--- config.mk ---
export PLATFORM = sky130hd
export DESIGN_NAME = jump_decode_ras_flat
export DESIGN_NICKNAME = d
export VERILOG_FILES = /design/src/rtl/jump_decode_ras_pkg.sv /design/src/rtl/jump_decode_ras_if.sv /design/src/rtl/jump_decode_ras_lane.sv /design/src/rtl/jump_decode_ras.sv /design/src/flat_wrapper.sv
export SDC_FILE = /design/constraint.sdc
export NUM_CORES = 1
export LEC_CHECK = 0
export ABC_AREA = 0
export CAP_MARGIN = 20
export CORE_AREA = 5 5 239 241
export DETAILED_ROUTE_END_ITERATION = 10
export DIE_AREA = 0 0 244 246
export GPL_ROUTABILITY_DRIVEN = 0
export GPL_TIMING_DRIVEN = 0
export PLACE_DENSITY_LB_ADDON = 0.12
export SYNTH_ARGS = -nofsm -noshare
export SYNTH_HDL_FRONTEND = slang
export SYNTH_SLANG_ARGS = --single-unit
--- constraint.sdc ---
create_clock -name clk -period 7.2 [get_ports clk]
set_input_delay 2.16 -clock clk [delete_from_list [all_inputs] [get_ports clk]]
set_output_delay 2.16 -clock clk [all_outputs]
set_load 0.02 [all_outputs]
--- src/rtl/jump_decode_ras_pkg.sv ---
`default_nettype none
// ============================================================================
// Module      : jump_decode_ras_pkg
// Description : Shared definitions for the multi-lane jump decoder: jump_type
//               encodings, opcode constants and the per-lane decode result.
// Config      : JDEC_RAS_EN (consumed by jump_decode_ras, not used here)
// Revision    : 1.0 - initial multi-lane release
// ============================================================================
package jump_decode_ras_pkg;

    localparam int CONST_WIDTH = 65;

    // jump_type encodings shared with the branch unit
    localparam logic [4:0] JT_UNCOND = 5'h10;
    localparam logic [4:0] JT_INDIR  = 5'h11;

    // Opcode byte values (instr[7:0])
    localparam logic [7:0] c_OPC_UNCOND  = 8'd181;
    localparam logic [7:0] c_OPC_GROUP   = 8'd182;
    localparam logic [3:0] c_OPC_COND_HI = 4'hA;

    // Sub-operation field instr[15:13] of the 182 group
    localparam logic [2:0] c_SUB_INDIR  = 3'd0;
    localparam logic [2:0] c_SUB_CALL_A = 3'd1;
    localparam logic [2:0] c_SUB_CALL_B = 3'd2;
    localparam logic [2:0] c_SUB_RET    = 3'd3;

    typedef enum logic [2:0] {
        JK_NONE   = 3'd0,
        JK_COND   = 3'd1,
        JK_UNCOND = 3'd2,
        JK_INDIR  = 3'd3,
        JK_CALL   = 3'd4,
        JK_RET    = 3'd5
    } jump_kind_e;

    typedef struct packed {
        jump_kind_e             kind;
        logic [4:0]             jump_type;
        logic [CONST_WIDTH-1:0] constant;
    } lane_dec_t;

    // Any transfer that always leaves the sequential stream ends the bundle.
    function automatic logic ends_bundle(input jump_kind_e kind);
        return (kind == JK_UNCOND) || (kind == JK_INDIR) ||
               (kind == JK_CALL)   || (kind == JK_RET);
    endfunction

    // Lanes whose target is ip + constant.
    function automatic logic is_direct(input jump_kind_e kind);
        return (kind == JK_COND) || (kind == JK_UNCOND) || (kind == JK_CALL);
    endfunction

endpackage : jump_decode_ras_pkg
`default_nettype wire

--- src/rtl/jump_decode_ras_if.sv ---
`default_nettype none
// ============================================================================
// Module      : jump_decode_ras_if
// Description : Bundle interface between the instruction-queue extract stage,
//               the jump decoder and the branch unit.
//               master = environment side, slave = jump_decode_ras side.
// Signals     : input bundle (in_valid/in_ready, lane valid, instr, magic,
//               ip, ret_ip, lizztruss), output bundle (out_valid/out_ready,
//               lane valid, flags, jump_type, constant, target), RAS status
//               and recovery (ras_empty, commit_push, commit_pop, flush).
// Config      : JDEC_RAS_EN (affects the decoder only)
// Revision    : 1.0 - initial multi-lane release
// ============================================================================
interface jump_decode_ras_if
    import jump_decode_ras_pkg::*;
#(
    parameter int LANES       = 2,
    parameter int IP_WIDTH    = 48,
    parameter int INSTR_WIDTH = 80
);
    // input side
    logic                         lizztruss;
    logic                         in_valid;
    logic                         in_ready;
    logic [LANES-1:0]             in_lane_vld;
    logic [LANES*INSTR_WIDTH-1:0] instr;
    logic [LANES*4-1:0]           magic;
    logic [LANES*IP_WIDTH-1:0]    ip;
    logic [LANES*IP_WIDTH-1:0]    ret_ip;
    // output side
    logic                         out_valid;
    logic                         out_ready;
    logic [LANES-1:0]             out_lane_vld;
    logic [LANES-1:0]             is_jump;
    logic [LANES-1:0]             jump_indir;
    logic [LANES-1:0]             push_call;
    logic [LANES-1:0]             pop_call;
    logic [LANES*5-1:0]           jump_type;
    logic [LANES*CONST_WIDTH-1:0] constant;
    logic [LANES*IP_WIDTH-1:0]    target;
    // RAS status / recovery
    logic                         ras_empty;
    logic                         commit_push;
    logic                         commit_pop;
    logic                         flush;

    modport master (
        output lizztruss, in_valid, in_lane_vld, instr, magic, ip, ret_ip,
               out_ready, commit_push, commit_pop, flush,
        input  in_ready, out_valid, out_lane_vld, is_jump, jump_indir,
               push_call, pop_call, jump_type, constant, target, ras_empty
    );

    modport slave (
        input  lizztruss, in_valid, in_lane_vld, instr, magic, ip, ret_ip,
               out_ready, commit_push, commit_pop, flush,
        output in_ready, out_valid, out_lane_vld, is_jump, jump_indir,
               push_call, pop_call, jump_type, constant, target, ras_empty
    );

endinterface : jump_decode_ras_if
`default_nettype wire

--- src/rtl/jump_decode_ras_lane.sv ---
`default_nettype none
// ============================================================================
// Module      : jdec_lane
// Description : Purely combinational decode of one instruction lane into a
//               jump kind, jump_type and sign-extended, doubled displacement.
// Ports       : instr     - lane instruction (opcode in [7:0])
//               magic     - length/format code; bit 0 enables decode
//               lizztruss - inverts the conditional polarity bit
//               dec       - decode result (lane_dec_t)
// Config      : none (identical in every build)
// Revision    : 1.0 - initial multi-lane release
// ============================================================================
module jdec_lane
    import jump_decode_ras_pkg::*;
#(
    parameter int INSTR_WIDTH = 80
) (
    input  wire logic [INSTR_WIDTH-1:0] instr,
    input  wire logic [3:0]             magic,
    input  wire logic                   lizztruss,
    output lane_dec_t                   dec
);

    logic [7:0] w_opc;
    logic [2:0] w_sub;
    logic       w_unused;

    assign w_opc = instr[7:0];
    assign w_sub = instr[15:13];

    // Bits no format uses.
    assign w_unused = ^{instr[INSTR_WIDTH-1:48], instr[32], magic[3]};

    always_comb begin
        dec = '{kind: JK_NONE, jump_type: 5'h00, constant: '0};
        if (magic[0]) begin
            if (w_opc[7:4] == c_OPC_COND_HI) begin
                dec.kind      = JK_COND;
                dec.jump_type = {1'b0, w_opc[3:1], w_opc[0] ^ lizztruss};
                // Short form checked first: magic 3'b011 has magic[1:0]=11,
                // so the two encodings never overlap.
                if (magic[1:0] == 2'b01) begin
                    dec.constant = {{51{instr[31]}}, instr[31:19], 1'b0};
                end else if (magic[2:0] == 3'b011) begin
                    dec.constant = {{49{instr[47]}}, instr[47:33], 1'b0};
                end
            end else if (w_opc == c_OPC_UNCOND) begin
                dec.kind      = JK_UNCOND;
                dec.jump_type = JT_UNCOND;
                if (magic[1:0] == 2'b01) begin
                    dec.constant = {{40{instr[31]}}, instr[31:8], 1'b0};
                end
            end else if (w_opc == c_OPC_GROUP) begin
                case (w_sub)
                    c_SUB_INDIR: begin
                        dec.kind      = JK_INDIR;
                        dec.jump_type = JT_INDIR;
                    end
                    c_SUB_CALL_A, c_SUB_CALL_B: begin
                        dec.kind      = JK_CALL;
                        dec.jump_type = JT_UNCOND;
                        dec.constant  = {{48{instr[31]}}, instr[31:16], 1'b0};
                    end
                    c_SUB_RET: begin
                        dec.kind      = JK_RET;
                        dec.jump_type = JT_INDIR;
                    end
                    default: ; // unassigned sub-ops decode as non-jumps
                endcase
            end
        end
    end

endmodule : jdec_lane
`default_nettype wire

--- src/rtl/jump_decode_ras.sv ---
`default_nettype none
// ============================================================================
// Module      : jump_decode_ras
// Description : Pipelined multi-lane jump decoder. Decodes up to LANES
//               instructions per cycle, computes direct targets, truncates the
//               bundle after the first unconditional transfer and predicts
//               return targets from a speculative return-address stack.
// Ports       : clk, rst (asynchronous, active-high)
//               bus (jump_decode_ras_if.slave) - input bundle, registered
//               output bundle, ras_empty, commit_push/commit_pop, flush
// Config      : JDEC_RAS_EN - when defined, the RAS array and speculative /
//               committed pointers are built; otherwise return targets are 0,
//               ras_empty is tied 1 and commit_* are ignored.
// Revision    : 1.0 - initial multi-lane release
// ============================================================================
module jump_decode_ras
    import jump_decode_ras_pkg::*;
#(
    parameter int LANES       = 2,
    parameter int RAS_DEPTH   = 8,
    parameter int IP_WIDTH    = 48,
    parameter int INSTR_WIDTH = 80
) (
    input  wire logic         clk,
    input  wire logic         rst,
    jump_decode_ras_if.slave  bus
);

    // ------------------------------------------------------------------
    // Lane decode
    // ------------------------------------------------------------------
    lane_dec_t w_dec [LANES];

    for (genvar gi = 0; gi < LANES; gi++) begin : g_lane
        jdec_lane #(
            .INSTR_WIDTH (INSTR_WIDTH)
        ) u_jdec_lane (
            .instr     (bus.instr[gi*INSTR_WIDTH +: INSTR_WIDTH]),
            .magic     (bus.magic[gi*4 +: 4]),
            .lizztruss (bus.lizztruss),
            .dec       (w_dec[gi])
        );
    end

    // ------------------------------------------------------------------
    // Truncation: lanes up to and including the first valid bundle-ending
    // transfer survive. Invalid lanes never stop the scan.
    // ------------------------------------------------------------------
    logic [LANES-1:0] w_keep;
    logic             w_stop;

    always_comb begin
        w_keep = '0;
        w_stop = 1'b0;
        for (int i = 0; i < LANES; i++) begin
            if (bus.in_lane_vld[i] && !w_stop) begin
                w_keep[i] = 1'b1;
                if (ends_bundle(w_dec[i].kind)) begin
                    w_stop = 1'b1;
                end
            end
        end
    end

    // ------------------------------------------------------------------
    // Handshake
    // ------------------------------------------------------------------
    logic r_out_valid;
    logic w_in_ready;
    logic w_accept;

    assign w_in_ready = ~r_out_valid | bus.out_ready;
    // flush wins: the bundle presented in a flush cycle is dropped.
    assign w_accept   = bus.in_valid & w_in_ready & ~bus.flush;

    // ------------------------------------------------------------------
    // Return-address stack
    // ------------------------------------------------------------------
    logic [IP_WIDTH-1:0] w_ras_top;
    logic                w_ras_empty;

`ifdef JDEC_RAS_EN
    localparam int PTR_W = $clog2(RAS_DEPTH);
    localparam int CNT_W = PTR_W + 1;
    localparam logic [PTR_W-1:0] c_PTR_ONE  = PTR_W'(1);
    localparam logic [CNT_W-1:0] c_CNT_ONE  = CNT_W'(1);
    localparam logic [CNT_W-1:0] c_CNT_FULL = CNT_W'(RAS_DEPTH);

    logic [IP_WIDTH-1:0] r_ras [RAS_DEPTH];
    logic [PTR_W-1:0]    r_spec_ptr, w_spec_ptr_nxt;
    logic [CNT_W-1:0]    r_spec_cnt, w_spec_cnt_nxt;
    logic [PTR_W-1:0]    r_cmt_ptr,  w_cmt_ptr_nxt;
    logic [CNT_W-1:0]    r_cmt_cnt,  w_cmt_cnt_nxt;
    logic [PTR_W-1:0]    w_push_ptr;
    logic                w_do_push;
    logic                w_do_pop;
    logic [IP_WIDTH-1:0] w_push_data;

    // Truncation guarantees at most one surviving call or return.
    always_comb begin
        w_do_push   = 1'b0;
        w_do_pop    = 1'b0;
        w_push_data = '0;
        for (int i = 0; i < LANES; i++) begin
            if (w_keep[i] && (w_dec[i].kind == JK_CALL)) begin
                w_do_push   = 1'b1;
                w_push_data = bus.ret_ip[i*IP_WIDTH +: IP_WIDTH];
            end
            if (w_keep[i] && (w_dec[i].kind == JK_RET)) begin
                w_do_pop = 1'b1;
            end
        end
    end

    assign w_push_ptr  = r_spec_ptr + c_PTR_ONE;
    assign w_ras_empty = (r_spec_cnt == '0);
    assign w_ras_top   = w_ras_empty ? '0 : r_ras[r_spec_ptr];

    // Committed pair: a simultaneous push and pop cancel out.
    always_comb begin
        w_cmt_ptr_nxt = r_cmt_ptr;
        w_cmt_cnt_nxt = r_cmt_cnt;
        if (bus.commit_push && !bus.commit_pop) begin
            w_cmt_ptr_nxt = r_cmt_ptr + c_PTR_ONE;
            if (r_cmt_cnt != c_CNT_FULL) begin
                w_cmt_cnt_nxt = r_cmt_cnt + c_CNT_ONE;
            end
        end else if (bus.commit_pop && !bus.commit_push && (r_cmt_cnt != '0)) begin
            w_cmt_ptr_nxt = r_cmt_ptr - c_PTR_ONE;
            w_cmt_cnt_nxt = r_cmt_cnt - c_CNT_ONE;
        end
    end

    // Speculative pair: on flush it takes the committed state including this
    // cycle's commit update. A pop on an empty stack is a no-op.
    always_comb begin
        w_spec_ptr_nxt = r_spec_ptr;
        w_spec_cnt_nxt = r_spec_cnt;
        if (bus.flush) begin
            w_spec_ptr_nxt = w_cmt_ptr_nxt;
            w_spec_cnt_nxt = w_cmt_cnt_nxt;
        end else if (w_accept && w_do_push) begin
            w_spec_ptr_nxt = w_push_ptr;
            if (r_spec_cnt != c_CNT_FULL) begin
                w_spec_cnt_nxt = r_spec_cnt + c_CNT_ONE;
            end
        end else if (w_accept && w_do_pop && !w_ras_empty) begin
            w_spec_ptr_nxt = r_spec_ptr - c_PTR_ONE;
            w_spec_cnt_nxt = r_spec_cnt - c_CNT_ONE;
        end
    end

    always_ff @(posedge clk or posedge rst) begin
        if (rst) begin
            r_spec_ptr <= '0;
            r_spec_cnt <= '0;
            r_cmt_ptr  <= '0;
            r_cmt_cnt  <= '0;
        end else begin
            r_spec_ptr <= w_spec_ptr_nxt;
            r_spec_cnt <= w_spec_cnt_nxt;
            r_cmt_ptr  <= w_cmt_ptr_nxt;
            r_cmt_cnt  <= w_cmt_cnt_nxt;
        end
    end

    // Entry storage carries no reset; validity is tracked by the counts.
    // A push when full lands on the oldest slot because the pointer wraps.
    always_ff @(posedge clk) begin
        if (w_accept && w_do_push) begin
            r_ras[w_push_ptr] <= w_push_data;
        end
    end
`else
    logic w_unused_cfg;

    assign w_ras_top    = '0;
    assign w_ras_empty  = 1'b1;
    assign w_unused_cfg = ^{bus.ret_ip, bus.commit_push, bus.commit_pop, 32'(RAS_DEPTH)};
`endif

    // ------------------------------------------------------------------
    // Next output bundle; lanes removed by truncation are zeroed entirely.
    // ------------------------------------------------------------------
    logic [LANES-1:0]             w_is_jump;
    logic [LANES-1:0]             w_indir;
    logic [LANES-1:0]             w_push;
    logic [LANES-1:0]             w_pop;
    logic [LANES*5-1:0]           w_jtype;
    logic [LANES*CONST_WIDTH-1:0] w_const;
    logic [LANES*IP_WIDTH-1:0]    w_target;

    always_comb begin
        w_is_jump = '0;
        w_indir   = '0;
        w_push    = '0;
        w_pop     = '0;
        w_jtype   = '0;
        w_const   = '0;
        w_target  = '0;
        for (int i = 0; i < LANES; i++) begin
            if (w_keep[i]) begin
                w_is_jump[i] = (w_dec[i].kind != JK_NONE);
                w_indir[i]   = (w_dec[i].kind == JK_INDIR);
                w_push[i]    = (w_dec[i].kind == JK_CALL);
                w_pop[i]     = (w_dec[i].kind == JK_RET);
                w_jtype[i*5 +: 5]                   = w_dec[i].jump_type;
                w_const[i*CONST_WIDTH +: CONST_WIDTH] = w_dec[i].constant;
                if (is_direct(w_dec[i].kind)) begin
                    w_target[i*IP_WIDTH +: IP_WIDTH] =
                        bus.ip[i*IP_WIDTH +: IP_WIDTH] + w_dec[i].constant[IP_WIDTH-1:0];
                end else if (w_dec[i].kind == JK_RET) begin
                    // Reads the stack as it stood before this bundle's update.
                    w_target[i*IP_WIDTH +: IP_WIDTH] = w_ras_top;
                end
            end
        end
    end

    // ------------------------------------------------------------------
    // Output register
    // ------------------------------------------------------------------
    logic [LANES-1:0]             r_lane_vld;
    logic [LANES-1:0]             r_is_jump;
    logic [LANES-1:0]             r_indir;
    logic [LANES-1:0]             r_push;
    logic [LANES-1:0]             r_pop;
    logic [LANES*5-1:0]           r_jtype;
    logic [LANES*CONST_WIDTH-1:0] r_const;
    logic [LANES*IP_WIDTH-1:0]    r_target;

    always_ff @(posedge clk or posedge rst) begin
        if (rst) begin
            r_out_valid <= 1'b0;
            r_lane_vld  <= '0;
            r_is_jump   <= '0;
            r_indir     <= '0;
            r_push      <= '0;
            r_pop       <= '0;
            r_jtype     <= '0;
            r_const     <= '0;
            r_target    <= '0;
        end else if (bus.flush) begin
            r_out_valid <= 1'b0;
        end else if (w_in_ready) begin
            r_out_valid <= bus.in_valid;
            if (bus.in_valid) begin
                r_lane_vld <= w_keep;
                r_is_jump  <= w_is_jump;
                r_indir    <= w_indir;
                r_push     <= w_push;
                r_pop      <= w_pop;
                r_jtype    <= w_jtype;
                r_const    <= w_const;
                r_target   <= w_target;
            end
        end
    end

    assign bus.in_ready     = w_in_ready;
    assign bus.out_valid    = r_out_valid;
    assign bus.out_lane_vld = r_lane_vld;
    assign bus.is_jump      = r_is_jump;
    assign bus.jump_indir   = r_indir;
    assign bus.push_call    = r_push;
    assign bus.pop_call     = r_pop;
    assign bus.jump_type    = r_jtype;
    assign bus.constant     = r_const;
    assign bus.target       = r_target;
    assign bus.ras_empty    = w_ras_empty;

endmodule : jump_decode_ras
`default_nettype wire

--- src/flat_wrapper.sv ---
// flat-port wrapper written by rule: the top's interface ports become plain ports
module jump_decode_ras_flat import jump_decode_ras_pkg::*;
#(
    parameter int LANES       = 2,
    parameter int RAS_DEPTH   = 8,
    parameter int IP_WIDTH    = 48,
    parameter int INSTR_WIDTH = 80
)
  (clk, rst, bus_lizztruss, bus_in_valid, bus_in_lane_vld, bus_instr, bus_magic, bus_ip, bus_ret_ip, bus_out_ready, bus_commit_push, bus_commit_pop, bus_flush, bus_in_ready, bus_out_valid, bus_out_lane_vld, bus_is_jump, bus_jump_indir, bus_push_call, bus_pop_call, bus_jump_type, bus_constant, bus_target, bus_ras_empty);
  jump_decode_ras_if #(.LANES(LANES), .IP_WIDTH(IP_WIDTH), .INSTR_WIDTH(INSTR_WIDTH)) bus_i ();
  input  wire logic clk;
  input  wire logic rst;
  input wire logic [$bits(bus_i.lizztruss)-1:0] bus_lizztruss;
  input wire logic [$bits(bus_i.in_valid)-1:0] bus_in_valid;
  input wire logic [$bits(bus_i.in_lane_vld)-1:0] bus_in_lane_vld;
  input wire logic [$bits(bus_i.instr)-1:0] bus_instr;
  input wire logic [$bits(bus_i.magic)-1:0] bus_magic;
  input wire logic [$bits(bus_i.ip)-1:0] bus_ip;
  input wire logic [$bits(bus_i.ret_ip)-1:0] bus_ret_ip;
  input wire logic [$bits(bus_i.out_ready)-1:0] bus_out_ready;
  input wire logic [$bits(bus_i.commit_push)-1:0] bus_commit_push;
  input wire logic [$bits(bus_i.commit_pop)-1:0] bus_commit_pop;
  input wire logic [$bits(bus_i.flush)-1:0] bus_flush;
  output wire logic [$bits(bus_i.in_ready)-1:0] bus_in_ready;
  output wire logic [$bits(bus_i.out_valid)-1:0] bus_out_valid;
  output wire logic [$bits(bus_i.out_lane_vld)-1:0] bus_out_lane_vld;
  output wire logic [$bits(bus_i.is_jump)-1:0] bus_is_jump;
  output wire logic [$bits(bus_i.jump_indir)-1:0] bus_jump_indir;
  output wire logic [$bits(bus_i.push_call)-1:0] bus_push_call;
  output wire logic [$bits(bus_i.pop_call)-1:0] bus_pop_call;
  output wire logic [$bits(bus_i.jump_type)-1:0] bus_jump_type;
  output wire logic [$bits(bus_i.constant)-1:0] bus_constant;
  output wire logic [$bits(bus_i.target)-1:0] bus_target;
  output wire logic [$bits(bus_i.ras_empty)-1:0] bus_ras_empty;
  assign bus_i.lizztruss = bus_lizztruss;
  assign bus_i.in_valid = bus_in_valid;
  assign bus_i.in_lane_vld = bus_in_lane_vld;
  assign bus_i.instr = bus_instr;
  assign bus_i.magic = bus_magic;
  assign bus_i.ip = bus_ip;
  assign bus_i.ret_ip = bus_ret_ip;
  assign bus_i.out_ready = bus_out_ready;
  assign bus_i.commit_push = bus_commit_push;
  assign bus_i.commit_pop = bus_commit_pop;
  assign bus_i.flush = bus_flush;
  assign bus_in_ready = bus_i.in_ready;
  assign bus_out_valid = bus_i.out_valid;
  assign bus_out_lane_vld = bus_i.out_lane_vld;
  assign bus_is_jump = bus_i.is_jump;
  assign bus_jump_indir = bus_i.jump_indir;
  assign bus_push_call = bus_i.push_call;
  assign bus_pop_call = bus_i.pop_call;
  assign bus_jump_type = bus_i.jump_type;
  assign bus_constant = bus_i.constant;
  assign bus_target = bus_i.target;
  assign bus_ras_empty = bus_i.ras_empty;
  jump_decode_ras #(.LANES(LANES), .RAS_DEPTH(RAS_DEPTH), .IP_WIDTH(IP_WIDTH), .INSTR_WIDTH(INSTR_WIDTH)) u_core (.clk(clk), .rst(rst), .bus(bus_i));
endmodule
==> impl_metrics.env <==
export IMPL_fin_skew_ns=0.01252
export IMPL_drt_initial_drc_count=1229
export IMPL_tightest_slew_ns=1.170
export IMPL_slew_violations=0
export IMPL_worstPathArrival_ns=7.37
export IMPL_cts_tree="done"
export IMPL_r2r_slack_ns=2.89
export IMPL_critPathTopFamily="compound AO/OA/AOI/OAI gates"
export IMPL_synth_ff_type="dfrtp_1"
export IMPL_area_delta_synth_final_pct=42.78
export IMPL_fmax_mhz=142.6
export IMPL_grt_overflow_total=0
export IMPL_crit_path_max_fanout=10
export IMPL_critical_path_depth=21
export IMPL_worst_skew_pair_late_latency_ns=0.50
export IMPL_drc=0
export IMPL_post_route_util=0.3861
export IMPL_synth_edf_count=0
export IMPL_num_rows=86
export IMPL_antenna_found_initial=5
export IMPL_path_class="in -> reg"
export IMPL_vdd_ir_drop_max_uv=152.9
export IMPL_crit_path_start="bus_instr[15]"
export IMPL_first_global_vias=15940
export IMPL_worstPathRequired_ns=7.56
export IMPL_wire_per_inst_um=22.36
export IMPL_firstDrtPassIters=5
export IMPL_numCtsBuffers=17
export IMPL_finalCritPeriodShare=0.9737
export IMPL_grt_start_max_net_pins=105
export IMPL_period_minus_slack_ns=7.010
export IMPL_yosys_area_share_xor_xnor=0.07161
export IMPL_finalSetupViolations=0
export IMPL_synthMuxAreaShare=0.005587
export IMPL_pwr_density_cell_nw_per_um2=119.3
export IMPL_synth_compound_area_frac=0.2951
export IMPL_htreeDepth=4
export IMPL_dieArea_um2=60020
export IMPL_final_cell_area_um2=21110
export IMPL_vias_per_cell=5.266
export IMPL_fin_nets=2728
export IMPL_hpwl_mm=54.14
export IMPL_slew_headroom=0.2181
export IMPL_worst_setup_path_end_kind="flop"
export IMPL_synthTopCellsByArea="dfrtp_1, o21ai_0, nand2_1"
export IMPL_crit_buf_inv=3
export IMPL_critPathLaunchType="input pin"
export IMPL_cts_hold_fix_buffers=0
export IMPL_die_y_um=246
export IMPL_die_w_um=244
export IMPL_cp_endpoint="u_core.bus.target[34]$_DFFE_PP0P_"
export IMPL_yosysTopAreaCellShare=0.2793
export IMPL_status="finished, final reports clean"
export IMPL_ys_seq_area_frac=0.2793
export IMPL_start_util=0.2704
export IMPL_port_buffer_count=438
export IMPL_p_leak_nw=8.700
export IMPL_cts_max_path_buffers=2
export IMPL_yosysTopAreaCell="dfrtp_1"
export IMPL_rr_endpoint="u_core.bus.target[57]$_DFFE_PP0P_"
export IMPL_routed_wl_mm=67.45
export IMPL_vias=15890
export IMPL_hold_viol=0
export IMPL_placed_cell_area_um2=20180
export IMPL_async_reset_ff_frac=1.000
export IMPL_grt_first_pass_wirelength_mm=100.4
export IMPL_drv_cap=0
export IMPL_critPathSlowestCell="clkdlybuf4s50_1"
export IMPL_finalSetupTns_ns=0
export IMPL_io_pins=619
export IMPL_hp_class="reg -> reg"
export IMPL_synth_top_family_by_area="compound AO/OA/AOI/OAI gates"
export IMPL_drive_above_1_share=0.1070
export IMPL_cts_sinks=165
export IMPL_core_um2=54660
export IMPL_syn_cell_area_um2=14780
export IMPL_yosys_warnings=0
export IMPL_crit_chain="clkdlybuf4s50_1 > or3b_1 > nor4_4 > buf_4 > a221oi_1 > nor2_2 > ha_1 > a21o_1 > a21oi_1 > o21ai_0 > maj3_1 > maj3_1 > a21oi_4 > o311ai_2 > a21oi_2 > buf_4 > o21ai_1 > a21o_1 > a21oi_1 > xor2_1 > o21ai_1"
export IMPL_synthAdderAreaFrac=0.07127
export IMPL_synth_simple_area_share=0.1913
export IMPL_cts_root_buf="clkbuf_16"
export IMPL_ys_seq_elements=165
export IMPL_ant_nets=0
export IMPL_clk_pin_slew_ns=0.07
export IMPL_crit_path_max_incr_delay_ns=0.54
export IMPL_layout_cells_most_common="clkdlybuf4s50_1"
export IMPL_final_cell_mix="clkdlybuf4s50_1, nand2_1, o21ai_0"
export IMPL_track_usage=0.2178
export IMPL_netlist_instances=1828
export IMPL_r2r_cells=10
export IMPL_rsz0062_at_grt="yes"
export IMPL_yosysUniqueCellTypes=108
export IMPL_avgSynthCellArea_um2=8.086
export IMPL_r2r_start="u_core.bus.out_valid$_DFFE_PP0P_"
metal layers:
layer  vias to the layer above  global-route usage  share of wire
li1                       7567                   -              -
met1                      7604              0.2775           0.42
met2                       633              0.3667           0.47
met3                        84             0.05142          0.077
met4                         0             0.06854          0.026
met5                         -                   0              0
worst min path at each step:
stage / to / cells past startpoint / start
global placement: u_core.bus.out_lane_vld[1]$_DFFE_PP0P_ / 2 / u_core.bus.out_lane_vld[1]$_DFFE_PP0P_
floorplan: u_core.bus.jump_type[1]$_DFFE_PP0P_ / 2 / u_core.bus.jump_type[1]$_DFFE_PP0P_
detailed placement: u_core.bus.jump_type[2]$_DFFE_PP0P_ / 2 / u_core.bus.jump_type[2]$_DFFE_PP0P_
finish: u_core.bus.target[78]$_DFFE_PP0P_ / 2 / u_core.bus.target[78]$_DFFE_PP0P_
global route: u_core.bus.target[78]$_DFFE_PP0P_ / 2 / u_core.bus.target[78]$_DFFE_PP0P_
CTS: u_core.bus.target[27]$_DFFE_PP0P_ / 2 / u_core.bus.target[27]$_DFFE_PP0P_
cell families after synthesis:
logic type,after synthesis
compound gates,647
xor+xnor,120
fa+ha+maj,88
buf+inv,236
flops,165
mux,8
other cells,2
simple gates,562
cell type report:
class	instances	area, um^2
Fill cell	5670	33560
Multi-Input combinational cell	1428	9618
Timing Repair Buffer	451	4582
Sequential cell	165	4129
Buffer	183	1094
Tap cell	704	880.8
Clock buffer	17	425.4
Inverter	48	195.2
Clock inverter	15	161.4
Timing Repair inverter	2	10.01
Antenna cell	4	10.01
timing repair:
action / CTS / global route
setup buffers: 4 / 4
pin swaps: 2 / 5
gates cloned: 2 / 0
endpoints found under the hold margin: 0 / 0
gates resized for setup: 37 / 28
setup endpoints to repair: 59 / 38
registers in the layout (all words and copies together), names as in the netlist:
| name | count |
|---|---|
| u_core.bus.is_jump | 2 |
| u_core.bus.jump_type | 10 |
| u_core.bus.out_valid | 1 |
| u_core.bus.jump_indir | 2 |
| u_core.bus.push_call | 2 |
| u_core.bus.pop_call | 2 |
| u_core.bus.constant | 48 |
| u_core.bus.out_lane_vld | 2 |
| u_core.bus.target | 96 |
stage by stage:
stage | total power [mW] | instances | hold slack, ns | worst slack [ns]
floorplan | 1.267 | 1829 | 0.5827 | 0.4796
global placement | 1.556 | 2971 | 0.4614 | -2.356
detailed placement | 1.563 | 2976 | 0.4656 | -1.710
CTS | 2.550 | 3010 | 0.4852 | 0.01131
global route | 2.635 | 3016 | 0.4980 | -0.006843
finish | 2.518 | 3017 | 0.4790 | 0.1897
tightest hold or removal path: stages, from the launching register on:
cell	delay (ns)
dfrtp_1	0.34
nand2_1	0.04
o21ai_0	0.06
cell usage after synthesis (39+ instances only):
cell type / n
inv_1: 47
a21o_1: 39
nor2_1: 117
buf_4: 88
xnor2_1: 75
clkbuf_1: 71
a22o_1: 53
nand3_1: 47
nand2_1: 212
a21oi_1: 133
o21ai_0: 174
dfrtp_1: 165
xor2_1: 44
ha_1: 60
where the power goes:
part | switching [mW] | total (mW) | internal [mW] | leakage, nW
combinational | 0.352 | 0.611 | 0.259 | 6.12
clock | 0.470 | 0.961 | 0.491 | 0.284
sequential | 0.00865 | 0.946 | 0.937 | 2.30
total | 0.830 | 2.52 | 1.69 | 8.70
(Power assumes the default switching activity.)
